$ cat config.mk
export PLATFORM = sky130hd
export DESIGN_NAME = seq_det_ctrl
export DESIGN_NICKNAME = d
export VERILOG_FILES = /design/src/rtl/seq_det_ctrl.sv
export SDC_FILE = /design/constraint.sdc
export NUM_CORES = 1
export LEC_CHECK = 0
export ABC_CLOCK_PERIOD_IN_PS = 1300
export BUFFER_PORTS_ARGS = -buffer_cell sky130_fd_sc_hd__buf_2
export CORE_UTILIZATION = 41
export DETAILED_ROUTE_END_ITERATION = 16
export GPL_ROUTABILITY_DRIVEN = 0
export PLACE_DENSITY = 0.71
export SYNTH_ARGS = -nofsm -noshare
export SYNTH_HDL_FRONTEND = slang
export SYNTH_SLANG_ARGS = --single-unit
$ cat constraint.sdc
create_clock -name clk -period 1.3 [get_ports clk]
set_clock_uncertainty 0.05 [all_clocks]
set_input_delay 0 -clock clk [delete_from_list [all_inputs] [get_ports clk]]
set_output_delay 0 -clock clk [all_outputs]
set_load 0.01 [all_outputs]
$ cat src/rtl/seq_det_ctrl.sv
// Serial 4-bit pattern detector with IDLE/RUN control, overlapping Mealy match output
// and an optional saturating match counter (enabled by defining SEQ_DET_COUNT_EN).
module seq_det_ctrl #(
    parameter logic [3:0] DEFAULT_PATTERN = 4'b1011,
    parameter int         CNT_W           = 8
) (
    input  logic             clk,
    input  logic             rst,
    input  logic             cfg_valid,
    input  logic [3:0]       cfg_pattern,
    output logic             cfg_ready,
    input  logic             start,
    input  logic             stop,
    input  logic             in_valid,
    input  logic             in,
    output logic             out,
    output logic             busy,
    output logic [CNT_W-1:0] match_count,
    output logic             dbg_state
);

    typedef enum logic {
        IDLE = 1'b0,
        RUN  = 1'b1
    } state_t;

    state_t     state;
    logic [3:0] pattern;
    logic [2:0] hist;
    logic [1:0] fill;

    // Handshake: a pattern load happens on any edge where cfg_valid && cfg_ready;
    // cfg_ready is high only in IDLE, so a cfg_valid held during RUN is simply not taken.
    assign out = (state == RUN) && in_valid && (fill == 2'd3) && ({hist, in} == pattern);

    assign dbg_state = state;

    always_ff @(posedge clk or posedge rst) begin
        if (rst) begin
            state     <= IDLE;
            busy      <= 1'b0;
            cfg_ready <= 1'b1;
            pattern   <= DEFAULT_PATTERN;
            hist      <= 3'b000;
            fill      <= 2'd0;
        end else begin
            case (state)
                IDLE: begin
                    if (cfg_valid) begin
                        pattern <= cfg_pattern;
                    end
                    // stop is ignored here, so start together with stop still starts
                    if (start) begin
                        state     <= RUN;
                        busy      <= 1'b1;
                        cfg_ready <= 1'b0;
                        hist      <= 3'b000;
                        fill      <= 2'd0;
                    end
                end
                RUN: begin
                    if (in_valid) begin
                        hist <= {hist[1:0], in};
                        if (fill != 2'd3) begin
                            fill <= fill + 2'd1;
                        end
                    end
                    if (stop) begin
                        state     <= IDLE;
                        busy      <= 1'b0;
                        cfg_ready <= 1'b1;
                    end
                end
                default: begin
                    state     <= IDLE;
                    busy      <= 1'b0;
                    cfg_ready <= 1'b1;
                end
            endcase
        end
    end

`ifdef SEQ_DET_COUNT_EN
    logic [CNT_W-1:0] cnt;

    // Cleared only when a run starts, so the final tally stays readable in IDLE.
    always_ff @(posedge clk or posedge rst) begin
        if (rst) begin
            cnt <= '0;
        end else if ((state == IDLE) && start) begin
            cnt <= '0;
        end else if (out && (cnt != {CNT_W{1'b1}})) begin
            cnt <= cnt + {{(CNT_W-1){1'b0}}, 1'b1};
        end
    end

    assign match_count = cnt;
`else
    assign match_count = '0;
`endif

endmodule
==> results.tsv, run 1 <==
metric	value	unit
share of cells above drive strength 1	0.354	
Setup-failing EPs final	2	
Vias/cell	4.80	
pin count of the biggest net entering global routing	14	
Area growth syn-to-layout	31.3	%
fmax	712	MHz
worst path cell trace	xnor2_2 -> nand4_1 -> nor4_2 -> buf_2	
Yosys cell types	21	
Core Region	0.00135	mm2
Initial DRC Count	16	
crit path capture type	primary output	
fin crit share	1.08	
status	finished with violations	
sequential-to-total area share from yosys stat	0.493	
HPWL after DPL	814	um
CP max stage delay	0.55	ns
Rows	13	
synthesized flop and latch total	12	
diode count	0	
min cycle time layout	1.40	ns
critical path launch point type	flop	
GR Layer Usage met1	0.234	
WS Path Type	reg2out	
Worst path depth	4	
Port Buffer Count	14	
via count	451	
Antenna Nets Post-Route	0	
Clock Sinks	12	
placed instance area	682	um2
leakage power	0.403	nW
EDFF count, synth	0	
routing usage on met2	0.250	
Top delay family on crit path	flip-flops	
signal arrival time at the worst endpoint	1.35	ns
initial antenna violation count	0	
Synth Warn #	0	
final WL	1140	um
grt total ovfl	0	
Slew Viols, Final	0	
internal power	0.000822	W
vias in the first global route	409	
worst path buffer plus inverter count	1	
clock buffer depth	2	
Reg area	305	um2
Hold Crit Depth	2	
fillcell total	110	
Synth Flop Type	dfrtp_1	
global-route wire length before repair	1760	um
Starting Density	0.459	
Req. time, crit path	1.25	ns
worst hold margin	0.0190	ns
Hold Path Class	in2reg	
Reg2Reg Depth	4	
Multi-input gate area	269	um2
Worst VDD drop	0.827	mV
all-layer global routing usage	0.165	
CTS tree	yes	
Comb pwr share	0.278	
Max Cap Viol	0	
Die Width	40.9	um
pwr dens	1420	mW/mm2
wire per inst	12.2	um
synthesized area	619	um2
GRT busiest layer	met2	
CTS buffer count	3	
met3 Usage GRT	0.0163	
Slowest-stage cell, CP	dfstp_2	
clock root buffer	clkbuf_4	
Detailed Routing Iterations Pass 1	4	
fraction of registers with async set/reset	1.00	
Final Hold Viols	0	
average cell area after synthesis	11.9	um2
Reg power frac	0.469	
switch share	0.286	
# H-tree levels	1	
Core Util, Final	0.602	
I/O pins	23	
final setup TNS	-0.107	ns
remaining routing DRC violations	0	
worst-skew pair later-pin latency	0.27	ns
cell count after synthesis	52	
Clk pwr share	0.253	
Setup WS post-layout	-0.104	ns
Crit Path Max Fanout	2	
Die Y-Extent	40.9	um
failing checks	setup timing	
net switching power	0.000330	W
Final Cell Area	813	um2
Post-layout nets	92	
Place WS	0.00809	ns
Clock Pin Slew Worst Setup and Hold Paths	0.08	ns
unrepaired setup endpoints after global routing	true	
die footprint	0.00167	mm2
worst reg2reg max path, cell delays in order (launching register included):
cell and delay, ns:
dfrtp_1 0.39, ha_1 0.21, and2b_1 0.22, mux2i_1 0.10, a22o_1 0.23
synth_stat cells (2+ instances only):
library cell | count | area, um2
a32o_1 | 4 | 40.0
buf_4 | 9 | 67.6
dfrtp_1 | 8 | 200
dfstp_2 | 4 | 105
inv_1 | 3 | 11.3
mux2_1 | 4 | 45.0
mux2i_1 | 2 | 20.0
nor2_1 | 2 | 7.51
o21ai_0 | 2 | 10.0
xor2_1 | 3 | 26.3
state kept, by name (all words and copies together) (netlist names):
name	count
hist	3
fill	2
pattern	4
busy	1
cfg_ready	1
dbg_state	1
per-layer routing:
layer | vias to the layer above | wire (um) | share of wire
met5 | - | 0 | 0
met4 | 0 | 4 | 0.0035
met3 | 2 | 47 | 0.041
met2 | 17 | 581 | 0.51
met1 | 208 | 511 | 0.45
li1 | 224 | - | -
cell usage in the layout (no fill, tap or decap), types with 2 or more instances in the layout:
cell type,count
a32o_1,4
o21ai_0,2
nor2_1,2
mux2i_1,2
mux2_1,4
buf_2,14
conb_1,8
clkbuf_4,3
inv_1,3
dfstp_2,4
dlygate4sd3_1,8
buf_4,3
dfrtp_1,8
xor2_1,3
cell type report:
cell class                 instances  share of cell area
sequential                        12               0.375
timing repair buffer              25               0.212
tap                               15              0.0231
clock buffer                       4              0.0446
multi-input combinational         35               0.331
inverter                           3              0.0138
worst paths after layout:
check | slack [ns] | end | from
worst max-delay path | -0.10 | out | pattern[1]
worst min-delay path | 0.02 | hist[1] | in_valid
worst max register to register | 0 | fill[0] | fill[0]
worst min register to register | 0.45 | cfg_ready | cfg_ready
max in group asynchronous | 0.64 | cfg_ready | rst
min in group asynchronous | 0.22 | hist[0] | rst
through the flow:
stage          cells  total power (W)
6_report          94          0.00115
5_1_grt           94          0.00122
4_1_cts           94          0.00116
3_5_place_dp      81         0.000832
3_3_place_gp      81         0.000811
2_1_floorplan     59         0.000745
timing repair:
item | in CTS | in global routing
hold buffers | 8 | 0
buffers inserted | 1 | 0
gates resized for setup | 1 | 0
pin swaps | 1 | 0
endpoints found under the hold margin | 16 | 0
endpoints found under the setup margin | 2 | 3
power by group through the flow:
stage	Combinational (W)	Sequential, W	Clock, W
2_1_floorplan	0.000198	0.000547	0
3_3_place_gp	0.000274	0.000538	0
3_5_place_dp	0.000287	0.000545	0
4_1_cts	0.000319	0.000542	0.000300
5_1_grt	0.000356	0.000552	0.000315
6_report	0.000320	0.000541	0.000292
kinds of logic after synthesis:
logic type | Yosys count | share of synthesized area
multiplexers | 6 | 0.105
other | 1 | 0.00605
AO/OA/AOI/OAI | 9 | 0.113
buffers and inverters | 12 | 0.127
adder cells (fa/ha/maj) | 1 | 0.0202
AND/OR/NAND/NOR | 7 | 0.0788
XOR/XNOR | 4 | 0.0566
flip-flops | 12 | 0.493
(Power assumes the default switching activity.)
==> run 2, diff against run 1 <==
BUFFER_PORTS_ARGS = -buffer_cell sky130_fd_sc_hd__clkbuf_2   (was -buffer_cell sky130_fd_sc_hd__buf_2)
==> run 2 against run 1 <==
Against the previous run:
- the flow still finishes with violations (setup timing)
- sequential power about the same
- core utilization down 0.83 points
- clock-buffer cell count down 1
- worst setup slack better by 0.035 ns
- flip-flop and latch count unchanged
- total power down 7.5%
- maximum frequency up 2.5%
- combinational power down 2%
- via count down 2.7%
- critical endpoint unchanged
- design area down 1.4%
- register-to-register slack better by 0.06 ns
- sequential share of layout area up 0.53 points
==> results.tsv, run 2 (synthesis results as in run 1) <==
metric	value	unit
Clock Sinks	12	
diode count	0	
final WL	1030	um
Place WS	-0.0121	ns
Slew Viols, Final	0	
Reg2Reg Depth	4	
Antenna Nets Post-Route	0	
pin count of the biggest net entering global routing	14	
signal arrival time at the worst endpoint	1.32	ns
Non-Filler Instances	93	
min cycle time layout	1.37	ns
Final Total Pwr	0.00107	W
max FFs per register	4	
Req. time, crit path	1.25	ns
Comb pwr share	0.295	
Detailed Routing Iterations Pass 1	3	
flop2flop setup slack	0.06	ns
Post-layout nets	92	
largest register by flop count	pattern	
Crit Reg-Reg Startpoint	fill[0]	
fmax	730	MHz
Rows	13	
clock buffer depth	2	
HP Start	in_valid	
Top Registers	pattern (4), hist (3), fill (2)	
Final Cell Area	802	um2
Max Cap Viol	0	
share of cells above drive strength 1	0.359	
die footprint	0.00167	mm2
Multi-input gate area	272	um2
Worst VDD drop	0.914	mV
Vias/cell	4.72	
dpl cells	81	
CTS tree	yes	
most frequent cells in the layout	clkbuf_2, conb_1, dfrtp_1, dlygate4sd3_1	
leakage power	0.397	nW
crit path capture type	primary output	
status	finished with violations	
CP max stage delay	0.55	ns
Core Region	0.00135	mm2
CTS buffer count	3	
r2r endpoint	fill[1]	
wire per inst	11.0	um
WS Path Type	reg2out	
Core Util, Final	0.594	
vias in the first global route	410	
Hold Path Class	in2reg	
Clk pwr share	0.199	
unrepaired setup endpoints after global routing	true	
worst path buffer plus inverter count	1	
pwr dens	1330	mW/mm2
Starting Density	0.459	
internal power	0.000760	W
Worst path depth	4	
worst-skew pair later-pin latency	0.26	ns
Slowest-stage cell, CP	dfstp_2	
Die Y-Extent	40.9	um
Area growth syn-to-layout	29.5	%
critical path launch point type	flop	
Crit Path Max Fanout	2	
worst path cell trace	xnor2_2 -> nand4_1 -> nor4_2 -> buf_2	
Setup-failing EPs final	1	
Clock Pin Slew Worst Setup and Hold Paths	0.07	ns
initial antenna violation count	0	
most common cell after layout, fill and taps aside	clkbuf_2	
Reg area	305	um2
Final Hold Viols	0	
# H-tree levels	1	
HPWL after DPL	754	um
placed instance area	682	um2
Die Width	40.9	um
net switching power	0.000306	W
fillcell total	101	
all-layer global routing usage	0.150	
Reg power frac	0.506	
fin crit share	1.05	
switch share	0.287	
failing checks	setup timing	
Initial DRC Count	5	
Hold Crit Endpoint	hist[1]	
global-route wire length before repair	1640	um
Setup WS post-layout	-0.0695	ns
grt total ovfl	0	
Top delay family on crit path	flip-flops	
clock root buffer	clkbuf_4	
remaining routing DRC violations	0	
Port Buffer Count	14	
Hold Crit Depth	2	
I/O pins	23	
via count	439	
[run 2: per-stage QoR]
| stage | TNS, ns | hold WS (ns) |
|---|---|---|
| 2_1_floorplan | 0 | -0.188 |
| 3_3_place_gp | 0 | -0.0427 |
| 3_5_place_dp | -0.0121 | -0.0430 |
| 4_1_cts | -0.121 | 0.0204 |
| 5_1_grt | -0.141 | 0.0424 |
| 6_report | -0.0695 | 0.0331 |
[run 2: worst max path at each step]
stage                     slack (ns)       to  startpoint
after global routing           -0.14      out  pattern[1]
after detailed placement       -0.01  fill[0]     fill[0]
after floorplan                 0.04  fill[0]     fill[0]
final                          -0.07      out  pattern[1]
after CTS                      -0.12      out  pattern[1]
after global placement          0.03  fill[0]     fill[0]
[run 2: final cells by class]
type	count	share of cell area
Timing Repair Buffer	25	0.215
Clock buffer	3	0.0281
Multi-Input combinational cell	35	0.339
Sequential cell	12	0.381
Inverter	3	0.0140
Tap cell	15	0.0234
[run 2: what timing repair did]
item                                   CTS  global route
endpoints found under the hold margin   20             0
buffers inserted                         1             0
setup endpoints to repair                2             3
pin swaps                                1             4
hold buffers                             8             0
resized for setup                        0             3
[run 2: per-layer routing]
metal | share of wire | up-vias | GRT usage
met5 | 0 | - | 0
met4 | 0 | 0 | 0.0500
met3 | 0.045 | 0 | 0.0326
met2 | 0.50 | 17 | 0.227
met1 | 0.46 | 202 | 0.210
li1 | - | 220 | -
[run 2: worst register-to-register path, delay by kind of cell (launching register included)]
kind                       cells  cell delay [ns]
DFF                            1             0.35
buffers and inverters          1             0.13
AOI/OAI and AO/OA              1             0.23
adders and majority gates      1             0.18
and+or+nand+nor                1             0.18
[run 2: power groups by stage]
| stage | combinational, W | clock [W] | sequential [W] |
|---|---|---|---|
| after global routing | 0.000353 | 0.000238 | 0.000551 |
| after global placement | 0.000274 | 0 | 0.000538 |
| after CTS | 0.000306 | 0.000225 | 0.000536 |
| after detailed placement | 0.000280 | 0 | 0.000543 |
| after floorplan | 0.000198 | 0 | 0.000547 |
| final | 0.000314 | 0.000212 | 0.000540 |
==> run 3, diff against run 2 <==
REMOVE_ABC_BUFFERS = 1   (was not set)
==> run 3 against run 2 <==
Against the previous run:
- the flow still finishes with violations (setup timing)
- via count up 3.9%
- first-iteration DRC count is 60% lower
- combinational power up 7.6%
- largest cell class unchanged
- flip-flop and latch count did not move
- sequential power up 0.7%
- sequential share of layout area shrank 1.3 points
- total power up 11%
==> results.tsv, run 3 (synthesis results as in run 1) <==
metric	value	unit
Slowest-stage cell, CP	dfstp_2	
Final Hold Viols	0	
Rows	13	
grt total ovfl	0	
Reg2Reg Depth	4	
Clock Pin Slew Worst Setup and Hold Paths	0.08	ns
worst path cell trace	xnor2_2 -> nand4_1 -> nor4_2 -> buf_2	
initial antenna violation count	0	
diode count	0	
Initial DRC Count	2	
fillcell total	116	
die footprint	0.00167	mm2
Vias/cell	4.80	
Final Cell Area	831	um2
clock root buffer	clkbuf_4	
leakage power	0.409	nW
vias in the first global route	429	
Crit Path Max Fanout	2	
Worst VDD drop	0.703	mV
Reg area	305	um2
critical path launch point type	flop	
HPWL after DPL	814	um
all-layer global routing usage	0.193	
Hold Path Class	in2reg	
Max Cap Viol	0	
Setup WS post-layout	-0.0976	ns
Top delay family on crit path	flip-flops	
most frequent cells in the layout	clkbuf_2, conb_1, dfrtp_1, dlygate4sd3_1	
crit path capture type	primary output	
min cycle time layout	1.40	ns
share of cells above drive strength 1	0.388	
signal arrival time at the worst endpoint	1.35	ns
global-route wire length before repair	1930	um
final setup TNS	-0.0976	ns
unrepaired setup endpoints after global routing	true	
wire per inst	12.8	um
via count	456	
Slew Viols, Final	0	
fmax	716	MHz
pin count of the biggest net entering global routing	14	
Detailed Routing Iterations Pass 1	2	
Hold Crit Depth	2	
Starting Density	0.459	
largest register by flop count	pattern	
Core Region	0.00135	mm2
CP max stage delay	0.56	ns
final WL	1220	um
Port Buffer Count	14	
WS Path Type	reg2out	
worst path buffer plus inverter count	1	
most common cell after layout, fill and taps aside	clkbuf_2	
max FFs per register	4	
Antenna Nets Post-Route	0	
status	finished with violations	
Setup-failing EPs final	1	
Post-layout nets	93	
CTS buffer count	3	
failing checks	setup timing	
clock buffer depth	2	
Top Registers	pattern (4), hist (3), fill (2)	
Worst path depth	4	
remaining routing DRC violations	0	
Area growth syn-to-layout	34.1	%
Multi-input gate area	275	um2
Req. time, crit path	1.25	ns
worst-skew pair later-pin latency	0.28	ns
Die Width	40.9	um
Die Y-Extent	40.9	um
Clock Sinks	12	
fin crit share	1.08	
pwr dens	1430	mW/mm2
I/O pins	23	
CTS tree	yes	
# H-tree levels	1	
placed instance area	682	um2
[run 3: stage by stage]
| stage | setup WS [ns] | cells | hold WS, ns | total power (W) | utilization |
|---|---|---|---|---|---|
| floorplan | 0.0301 | 50 | -0.188 | 0.000721 | - |
| global placement | 0.0423 | 81 | -0.0477 | 0.000796 | 0.505 |
| detailed placement | -0.00425 | 81 | -0.0401 | 0.000816 | 0.505 |
| CTS | -0.128 | 95 | 0.0268 | 0.00117 | 0.602 |
| global route | -0.167 | 95 | 0.0192 | 0.00126 | 0.615 |
| finish | -0.0976 | 95 | 0.0235 | 0.00119 | 0.615 |
[run 3: area by class of cell]
cell class / count / share of cell area
Multi-Input combinational cell: 35 / 0.331
Clock buffer: 4 / 0.0437
Sequential cell: 12 / 0.367
Inverter: 3 / 0.0136
Timing Repair Buffer: 26 / 0.221
Tap cell: 15 / 0.0226
[run 3: power breakdown]
group          switching, W  internal, W  leakage, nW
combinational      0.000149     0.000190        0.245
clock              0.000133     0.000170       0.0210
sequential        0.0000638     0.000480        0.143
total              0.000346     0.000840        0.409
[run 3: per-layer routing]
layer	GRT usage	vias up	part of all wire
li1	-	221	-
met4	0.125	0	0.034
met1	0.207	212	0.42
met3	0.0652	4	0.043
met2	0.316	19	0.50
met5	0	-	0
[run 3: worst paths after layout]
path	from	to	slack [ns]
max	pattern[1]	out	-0.1
min in group asynchronous	rst	hist[2]	0.20
max reg2reg	fill[1]	fill[0]	0.03
min	in_valid	hist[1]	0.02
max in group asynchronous	rst	pattern[3]	0.65
min reg2reg	cfg_ready	cfg_ready	0.44
[run 3: timing repair]
action | CTS | global route
hold endpoints to repair | 18 | 0
hold buffers | 8 | 0
endpoints found under the setup margin | 3 | 3
pin swaps | 1 | 3
setup buffers | 2 | 0
gates resized for setup | 0 | 5
